`src/rtl/sram_march_bist_if.sv`:
```
// Single-port SRAM access bundle (enables, address, data in/out).
// master drives the request side and receives read data; slave is the inverse.
interface sram_march_bist_if #(
  parameter int ADDR_W = 10,
  parameter int DATA_W = 8
);
  logic              men;
  logic              wen;
  logic              ren;
  logic [ADDR_W-1:0] addr;
  logic [DATA_W-1:0] din;
  logic [DATA_W-1:0] dout;

  modport master (output men, wen, ren, addr, din, input dout);
  modport slave  (input men, wen, ren, addr, din, output dout);
endinterface

```
`src/rtl/sram_march_bist.sv`:
```
// March C- BIST controller that owns the SRAM port: the functional port passes
// through while idle/done, and the test engine drives the macro while busy.
module sram_march_bist #(
  parameter int ADDR_W = 10,
  parameter int DATA_W = 8
) (
  input  logic                clk,
  input  logic                rst_n,
  input  logic                start,
  output logic                busy,
  output logic                done,
  output logic                pass,
  output logic [ADDR_W-1:0]   fail_addr,
  output logic [DATA_W-1:0]   fail_data,
  output logic [7:0]          fail_count,
  output logic [1:0]          dbg_state,
  sram_march_bist_if.slave    fn,
  sram_march_bist_if.master   mem
);

  typedef enum logic [1:0] {S_IDLE, S_RUN, S_FLUSH, S_DONE} state_t;

  localparam logic [ADDR_W-1:0] ADDR_MAX = {ADDR_W{1'b1}};
  localparam logic [DATA_W-1:0] ONES     = {DATA_W{1'b1}};

  state_t            state_q, state_d;
  logic [2:0]        elem_q, elem_d;
  logic [ADDR_W-1:0] addr_q, addr_d;
  logic              ph_q, ph_d;
  logic              busy_q, busy_d;
  logic              done_q, done_d;
  logic              pass_q, pass_d;
  logic              chk_q, chk_d;
  logic [DATA_W-1:0] exp_q, exp_d;
  logic [ADDR_W-1:0] chk_addr_q, chk_addr_d;
  logic [ADDR_W-1:0] fail_addr_q, fail_addr_d;
  logic [DATA_W-1:0] fail_data_q, fail_data_d;
  logic [7:0]        fail_count_q, fail_count_d;

  logic              elem_rw, elem_down, next_down, last_addr;
  logic              eng_ren, eng_wen;
  logic [DATA_W-1:0] rd_val, wr_val;

  // Element decode: e1..e4 are read-then-write, e3/e4 walk downwards.
  always_comb begin
    elem_rw   = (elem_q >= 3'd1) && (elem_q <= 3'd4);
    elem_down = (elem_q == 3'd3) || (elem_q == 3'd4);
    next_down = (elem_q == 3'd2) || (elem_q == 3'd3);
    last_addr = elem_down ? (addr_q == '0) : (addr_q == ADDR_MAX);
    rd_val    = ((elem_q == 3'd2) || (elem_q == 3'd4)) ? ONES : '0;
    wr_val    = ((elem_q == 3'd1) || (elem_q == 3'd3)) ? ONES : '0;
    eng_ren   = (state_q == S_RUN) && ((elem_rw && !ph_q) || (elem_q == 3'd5));
    eng_wen   = (state_q == S_RUN) && !eng_ren;
  end

  always_comb begin
    state_d      = state_q;
    elem_d       = elem_q;
    addr_d       = addr_q;
    ph_d         = ph_q;
    busy_d       = busy_q;
    done_d       = done_q;
    pass_d       = pass_q;
    chk_d        = 1'b0;
    exp_d        = exp_q;
    chk_addr_d   = chk_addr_q;
    fail_addr_d  = fail_addr_q;
    fail_data_d  = fail_data_q;
    fail_count_d = fail_count_q;

    // Read data lands one cycle after the read edge; compare it here.
    if (chk_q && (mem.dout != exp_q)) begin
      if (fail_count_q == 8'd0) begin
        fail_addr_d = chk_addr_q;
        fail_data_d = mem.dout;
      end
      if (fail_count_q != 8'hFF) fail_count_d = fail_count_q + 8'd1;
    end

    case (state_q)
      S_IDLE, S_DONE: begin
        if (start) begin
          state_d      = S_RUN;
          elem_d       = 3'd0;
          addr_d       = '0;
          ph_d         = 1'b0;
          busy_d       = 1'b1;
          done_d       = 1'b0;
          pass_d       = 1'b0;
          fail_addr_d  = '0;
          fail_data_d  = '0;
          fail_count_d = 8'd0;
        end
      end
      S_RUN: begin
        if (eng_ren) begin
          chk_d      = 1'b1;
          exp_d      = rd_val;
          chk_addr_d = addr_q;
        end
        if (elem_rw && !ph_q) begin
          ph_d = 1'b1;
        end else begin
          ph_d = 1'b0;
          if (last_addr) begin
            if (elem_q == 3'd5) begin
              state_d = S_FLUSH;
            end else begin
              elem_d = elem_q + 3'd1;
              addr_d = next_down ? ADDR_MAX : '0;
            end
          end else begin
            addr_d = elem_down ? (addr_q - 1'b1) : (addr_q + 1'b1);
          end
        end
      end
      S_FLUSH: begin
        state_d = S_DONE;
        busy_d  = 1'b0;
        done_d  = 1'b1;
        pass_d  = (fail_count_d == 8'd0);
      end
      default: state_d = S_IDLE;
    endcase
  end

  always_ff @(posedge clk or negedge rst_n) begin
    if (!rst_n) begin
      state_q      <= S_IDLE;
      elem_q       <= 3'd0;
      addr_q       <= '0;
      ph_q         <= 1'b0;
      busy_q       <= 1'b0;
      done_q       <= 1'b0;
      pass_q       <= 1'b0;
      chk_q        <= 1'b0;
      exp_q        <= '0;
      chk_addr_q   <= '0;
      fail_addr_q  <= '0;
      fail_data_q  <= '0;
      fail_count_q <= 8'd0;
    end else begin
      state_q      <= state_d;
      elem_q       <= elem_d;
      addr_q       <= addr_d;
      ph_q         <= ph_d;
      busy_q       <= busy_d;
      done_q       <= done_d;
      pass_q       <= pass_d;
      chk_q        <= chk_d;
      exp_q        <= exp_d;
      chk_addr_q   <= chk_addr_d;
      fail_addr_q  <= fail_addr_d;
      fail_data_q  <= fail_data_d;
      fail_count_q <= fail_count_d;
    end
  end

  // Engine side uses only registered state, so start never reaches mem_* combinationally.
  always_comb begin
    if ((state_q == S_RUN) || (state_q == S_FLUSH)) begin
      mem.men  = (state_q == S_RUN);
      mem.wen  = eng_wen;
      mem.ren  = eng_ren;
      mem.addr = addr_q;
      mem.din  = wr_val;
    end else begin
      mem.men  = fn.men;
      mem.wen  = fn.wen;
      mem.ren  = fn.ren;
      mem.addr = fn.addr;
      mem.din  = fn.din;
    end
  end

  assign fn.dout    = mem.dout;
  assign busy       = busy_q;
  assign done       = done_q;
  assign pass       = pass_q;
  assign fail_addr  = fail_addr_q;
  assign fail_data  = fail_data_q;
  assign fail_count = fail_count_q;
  assign dbg_state  = state_q;

endmodule

```
`src/flat_wrapper.sv`:
```
// flat-port wrapper written by rule: the top's interface ports become plain ports
module sram_march_bist_flat 
#(
  parameter int ADDR_W = 10,
  parameter int DATA_W = 8
)
  (clk, rst_n, start, busy, done, pass, fail_addr, fail_data, fail_count, dbg_state, fn_men, fn_wen, fn_ren, fn_addr, fn_din, fn_dout, mem_men, mem_wen, mem_ren, mem_addr, mem_din, mem_dout);
  sram_march_bist_if #(.ADDR_W(ADDR_W), .DATA_W(DATA_W)) fn_i ();
  sram_march_bist_if #(.ADDR_W(ADDR_W), .DATA_W(DATA_W)) mem_i ();
  input  logic clk;
  input  logic rst_n;
  input  logic start;
  output logic busy;
  output logic done;
  output logic pass;
  output logic [ADDR_W-1:0] fail_addr;
  output logic [DATA_W-1:0] fail_data;
  output logic [7:0] fail_count;
  output logic [1:0] dbg_state;
  input wire logic [$bits(fn_i.men)-1:0] fn_men;
  input wire logic [$bits(fn_i.wen)-1:0] fn_wen;
  input wire logic [$bits(fn_i.ren)-1:0] fn_ren;
  input wire logic [$bits(fn_i.addr)-1:0] fn_addr;
  input wire logic [$bits(fn_i.din)-1:0] fn_din;
  output wire logic [$bits(fn_i.dout)-1:0] fn_dout;
  output wire logic [$bits(mem_i.men)-1:0] mem_men;
  output wire logic [$bits(mem_i.wen)-1:0] mem_wen;
  output wire logic [$bits(mem_i.ren)-1:0] mem_ren;
  output wire logic [$bits(mem_i.addr)-1:0] mem_addr;
  output wire logic [$bits(mem_i.din)-1:0] mem_din;
  input wire logic [$bits(mem_i.dout)-1:0] mem_dout;
  assign fn_i.men = fn_men;
  assign fn_i.wen = fn_wen;
  assign fn_i.ren = fn_ren;
  assign fn_i.addr = fn_addr;
  assign fn_i.din = fn_din;
  assign fn_dout = fn_i.dout;
  assign mem_men = mem_i.men;
  assign mem_wen = mem_i.wen;
  assign mem_ren = mem_i.ren;
  assign mem_addr = mem_i.addr;
  assign mem_din = mem_i.din;
  assign mem_i.dout = mem_dout;
  sram_march_bist #(.ADDR_W(ADDR_W), .DATA_W(DATA_W)) u_core (.clk(clk), .rst_n(rst_n), .start(start), .busy(busy), .done(done), .pass(pass), .fail_addr(fail_addr), .fail_data(fail_data), .fail_count(fail_count), .dbg_state(dbg_state), .fn(fn_i), .mem(mem_i));
endmodule
```
`config.mk`:
```
export PLATFORM = sky130hd
export DESIGN_NAME = sram_march_bist_flat
export DESIGN_NICKNAME = d
export VERILOG_FILES = /design/src/rtl/sram_march_bist_if.sv /design/src/rtl/sram_march_bist.sv /design/src/flat_wrapper.sv
export SDC_FILE = /design/constraint.sdc
export NUM_CORES = 1
export LEC_CHECK = 0
export ABC_AREA = 1
export BUFFER_PORTS_ARGS = -buffer_cell sky130_fd_sc_hd__clkbuf_2
export CORE_ASPECT_RATIO = 1.4
export CORE_MARGIN = 3
export CORE_UTILIZATION = 40
export DETAILED_ROUTE_END_ITERATION = 7
export SYNTH_ARGS = -nofsm -noshare
export SYNTH_HDL_FRONTEND = slang
export SYNTH_SLANG_ARGS = --single-unit
export TNS_END_PERCENT = 100
```
`constraint.sdc`:
```
create_clock -name clk -period 2.8 [get_ports clk]
set_clock_uncertainty 0.15 [all_clocks]
set_input_delay 0.7 -clock clk [delete_from_list [all_inputs] [get_ports clk]]
set_output_delay 0.7 -clock clk [all_outputs]
set_load 0.02 [all_outputs]
```
== After elaboration in Yosys (flattened, before gate mapping) ==
Cells that the tools add are included.

* Equal/unequal tests: 17
* Order comparisons: 2
* Mux-type cells: 46
* Add/sub/neg operators: 4
* Reductions and logical operators: 26

{| class="wikitable"
|+ Operator list
! operator !! number
|-
| $mux 10 || 11
|-
| $mux 8 || 11
|-
| $pmux 10 s2 || 1
|-
| $logic_not 8->1 || 2
|-
| $mux 3 || 4
|-
| $add 10x1->10 const B || 1
|-
| $eq 10x10->1 const B || 1
|-
| $logic_not 10->1 || 1
|-
| $sub 10x1->10 const B || 1
|-
| $mux 1 || 9
|-
| $add 8x1->8 const B || 1
|-
| $mux 2 || 4
|-
| $ne 2x2->1 const B || 4
|-
| $ne 8x8->1 || 1
|-
| $ne 8x8->1 const B || 1
|-
| $pmux 1 s2 || 4
|-
| $reduce_and 4->1 || 2
|-
| $eq 3x2->1 const B || 2
|-
| $eq 3x3->1 const B || 2
|-
| $logic_or 1x1->1 || 6
|-
| $pmux 2 s3 || 1
|-
| $pmux 3 s2 || 1
|-
| $reduce_and 2->1 || 3
|-
| $logic_and 1x1->1 || 5
|-
| 13 further kinds || 16
|}

* Word-level logic and storage cells: 108
* Bits of input ports: 32
* Flip-flop bits (word level): 64

== Longest topological paths before layout ==
* Depth after elaboration: 8
* Depth in mapped cells: 16

== Worst setup path after synthesis ==
OpenSTA, ideal clock, no wires.

* Path type: reg2out
* Start point: reg u_core.state_q[1] (netlist: u_core.dbg_state[1])
* End point: out mem_ren
* Arrival time: 1703 ps
* Path buffers: 1
* Path slack: 247 ps
* Required time: 1950 ps
* Stages on the path, launching flop included: 10
* Cell sequence: dfrtp_1 inv_1 ha_1 inv_2 nor2_2 inv_2 nand2_4 inv_2 buf_6 o21ai_2

* Cells in the longest elaborated chain, start to end: 3
* Elaborated cells between the ends (all ways): 5

{| class="wikitable"
|+ Ends and longest elaborated chain
! item !! RTL line !! text
|-
| start: declaration || sram_march_bist.sv:26 || <nowiki>state_t state_q, state_d;</nowiki>
|-
| start signal: assignment || sram_march_bist.sv:143 || <nowiki>state_q <= state_d;</nowiki>
|-
| $eq 2x1->1 / $eq 2x2->1 (equally long branches) || sram_march_bist.sv:52, sram_march_bist.sv:161 ||
|-
| $logic_and 1x1->1 / $logic_or 1x1->1 (equally long branches) || sram_march_bist.sv:52, sram_march_bist.sv:161 ||
|-
| $mux 1 * || sram_march_bist.sv:161 || <nowiki>if ((state_q == S_RUN) || (state_q == S_FLUSH)) begin</nowiki>
|-
| end: declaration || flat_wrapper.sv:28 || <nowiki>output wire logic [$bits(mem_i.ren)-1:0] mem_ren;</nowiki>
|}

Mark *: on every way between the ends. The rest lies on a longest branch, timed or not.

== Worst setup path after layout ==
* Start point: reg u_core.elem_q[1]
* End point: out mem_ren

* Cells in the longest elaborated chain, start to end: 6
* Elaborated cells between the ends (all ways): 8

{| class="wikitable"
|+ Ends and longest elaborated chain
! item !! RTL line !! text
|-
| start: declaration || sram_march_bist.sv:27 || <nowiki>logic [2:0] elem_q, elem_d;</nowiki>
|-
| start signal: assignment || sram_march_bist.sv:144 || <nowiki>elem_q <= elem_d;</nowiki>
|-
| $ge 3x1->1 / $le 3x3->1 (equally long branches) || sram_march_bist.sv:46 || <nowiki>elem_rw = (elem_q >= 3'd1) && (elem_q <= 3'd4);</nowiki>
|-
| $logic_and 1x1->1 || sram_march_bist.sv:46 ||
|-
| $logic_and 1x1->1 || sram_march_bist.sv:52 || <nowiki>eng_ren = (state_q == S_RUN) && ((elem_rw && !ph_q) || (elem_q == 3'd5));</nowiki>
|-
| $logic_or 1x1->1 * || sram_march_bist.sv:52 ||
|-
| $logic_and 1x1->1 * || sram_march_bist.sv:52 ||
|-
| $mux 1 * || sram_march_bist.sv:161 ||
|}

Marked as above.

==> reports/results.ini <==
[status]
status = finished clean

[yosys]
synthDominantCellAreaShare = 0.367
synth_area_mm2 = 0.00388
ys_seq_elements = 57
postSynthAreaPerCell_um2 = 7.36
yosys.area.top_type = dfrtp_1
synth_area_leaders = dfrtp_1, nand2_1, ha_1
synth_seq_area_share = 0.367
synth.distinct_cells = 35
synth_nets = 579
syn_inst = 528
ys.warnings.count = 0

[drt]
drc_errors = 0
firstDrtPassIters = 5
wl_per_cell_um = 12.9
dr.first_iter.drc_count = 180
vias = 3668
routed_via_density = 5.00
wirelength_um = 9460
antenna_left = 0

[die]
coreArea_mm2 = 0.00923
rows = 41
die_x_um = 89.3
die_area_mm2 = 0.0109
die_h_um = 123
initial_core_util = 0.421
boundaryPins = 92

[cts]
clock_latency_ns = 0.33
cts_hold_buffers = 0
root_buffer = clkbuf_16
clkSlewWorstSetupHoldPaths_ns = 0.05
cts_tree = yes
cts_buffers = 9
htreeDepth = 3
clock-sinks = 57
clockBufferDepth = 2

[grt]
overflow = 0
antenna_found_initial = 0
grt_pass1_wl_um = 15800
grt_max_degree = 58
track_usage = 0.184
grt_pass1_vias = 3445

[layout]
fin_area_mm2 = 0.00480
areaGrowthSynthToFinish_pct = 23.6
num-nets-final = 673
nFillCells = 902
drive_gt1_frac = 0.276
diodes = 0
utilization = 0.520

[sta]
fin_crit_ns = 2.71
setup_tns_ns = 0
hold_viol_final = 0
worst_slack_ns = 0.0928
maxSlewViolCount = 0
max-slew-margin-rel = 0.713
worstMarginPinSlew_ns = 0.429
min_period_over_period = 0.967
setup_viol = 0
fmax_mhz = 369

[critical_path]
worst_setup_path_end_kind = output pin
cp-start-kind = register
worstPathMaxFanout = 11
timing.critical_path.required_ns = 1.95
arrival_ns = 1.86
crit_type = register to output pin

[power_and_ir_drop]
p_total_w = 0.00577
p_leak_nw = 2.61
ir_worst_vdd_uv = 707
p_per_area_mw_per_mm2 = 1200

[worst_hold_path]
hold_class = primary input to asynchronous set/reset pin

[placed_design]
gp_congestion = 0.916
dp_worst_setup_slack_ns = 0.105
hpwl_um = 7070
port_buffers = 91
place_area_mm2 = 0.00437

[run]
max-cap-violations = 0

[timing repair]
item                                    CTS  global route
pin swaps                                 2             2
gates resized for setup                   6            15
endpoints found under the setup margin   10            14
cloned                                    0             0
buffers inserted                          2             7
[where the power goes]
group          switching [W]  total (W)  leakage, nW  internal [W]
clock network       0.000364    0.00114        0.148      0.000777
registers           0.000263    0.00139        0.768       0.00113
logic                0.00211    0.00323         1.70       0.00113
[cells in the mapped netlist, drive strengths merged]
| cell | n |
|---|---|
| nand2 | 162 |
| inv | 68 |
| o21ai | 61 |
| dfrtp | 57 |
| nor2 | 50 |
| nand3 | 30 |
| a21oi | 26 |
| buf | 19 |
| ha | 18 |
| nor3 | 10 |
| nand4 | 7 |
| xnor2 | 4 |
| xor2 | 4 |
| clkbuf | 3 |
| o21bai | 3 |
| o21a | 2 |
| or2 | 2 |
| fa | 1 |
| nand3b | 1 |
[critical path: stages (launching register included)]
cell and delay, ns:
dfrtp_2 0.43, inv_1 0.10, ha_1 0.14, inv_1 0.06
nand2_4 0.07, inv_1 0.07, nor3_4 0.14, nand2_2 0.10
nand2_4 0.09, inv_4 0.08, o21ai_2 0.13, buf_6 0.13
[cells by family after synthesis]
group,count (synthesis),share of synthesized area
AO/OA/AOI/OAI,92,0.142
flip-flops,57,0.367
AND/OR/NAND/NOR,262,0.304
buffers and inverters,90,0.105
adder cells (fa/ha/maj),19,0.0631
XOR/XNOR,8,0.0180
[placed cells by master (no fill, tap or decap), drive strengths merged]
cell      count
o21a          2
bufinv        2
xor2          4
buf          15
nand2       162
nor2         50
nand4         7
dfrtp        57
inv          67
ha           18
xnor2         4
nor3         10
a21oi        26
or2           2
o21bai        3
nand3        30
clkinvlp      1
clkbuf      103
fa            1
o21ai        61
nand3b        1
clkinv        1
[stage by stage]
stage                     instances  hold WS [ns]
after global placement          709         0.327
after global routing            734         0.252
after floorplan                 528         0.254
after CTS                       727         0.231
final                           734         0.206
after detailed placement        709         0.322
[layer usage]
layer	wire, um	global-route usage
met2	4790	0.324
met1	3980	0.219
met4	164	0.0615
met3	530	0.0390
met5	0	0
[final cells by class]
cell class / count / area (um2) / share of cell area
clock buffers: 13 / 240 / 0.0500
clock inverters: 3 / 65.1 / 0.0135
inverters: 68 / 264 / 0.0550
multi-input cells: 381 / 2080 / 0.433
flip-flops and latches: 57 / 1430 / 0.298
well taps: 107 / 134 / 0.0279
repair buffers: 105 / 589 / 0.123
[worst paths after layout]
path / startpoint / to / slack, ns / cells after the start
worst max-delay path: u_core.elem_q[1]$_DFFE_PN0P_ / mem_ren / 0.09 / 11
worst min-delay path: rst_n / u_core.fail_data[2]$_DFF_PN0_ / 0.21 / 2
worst max register to register: u_core.elem_q[0]$_DFFE_PN0P_ / u_core.addr_q[5]$_DFFE_PN0P_ / 0.18 / 16
worst min register to register: u_core.chk_addr_q[3]$_DFFE_PN0P_ / u_core.chk_addr_q[3]$_DFFE_PN0P_ / 0.33 / 2
max in group asynchronous: rst_n / u_core.elem_q[1]$_DFFE_PN0P_ / 1.99 / 2
min in group clk: u_core.chk_addr_q[3]$_DFFE_PN0P_ / u_core.chk_addr_q[3]$_DFFE_PN0P_ / 0.33 / 2
[state kept, by name, summed over array words and instances, names as in the netlist]
| name | flops |
|---|---|
| u_core.chk_addr_q | 10 |
| u_core.done | 1 |
| u_core.fail_addr | 10 |
| u_core.fail_data | 8 |
| u_core.addr_q | 10 |
| u_core.elem_q | 3 |
| u_core.dbg_state | 2 |
| u_core.busy | 1 |
| u_core.fail_count | 8 |
| u_core.chk_q | 1 |
| u_core.ph_q | 1 |
| u_core.pass | 1 |
| u_core.exp_q | 1 |
No activity file was read; power rests on OpenSTA's default activity.
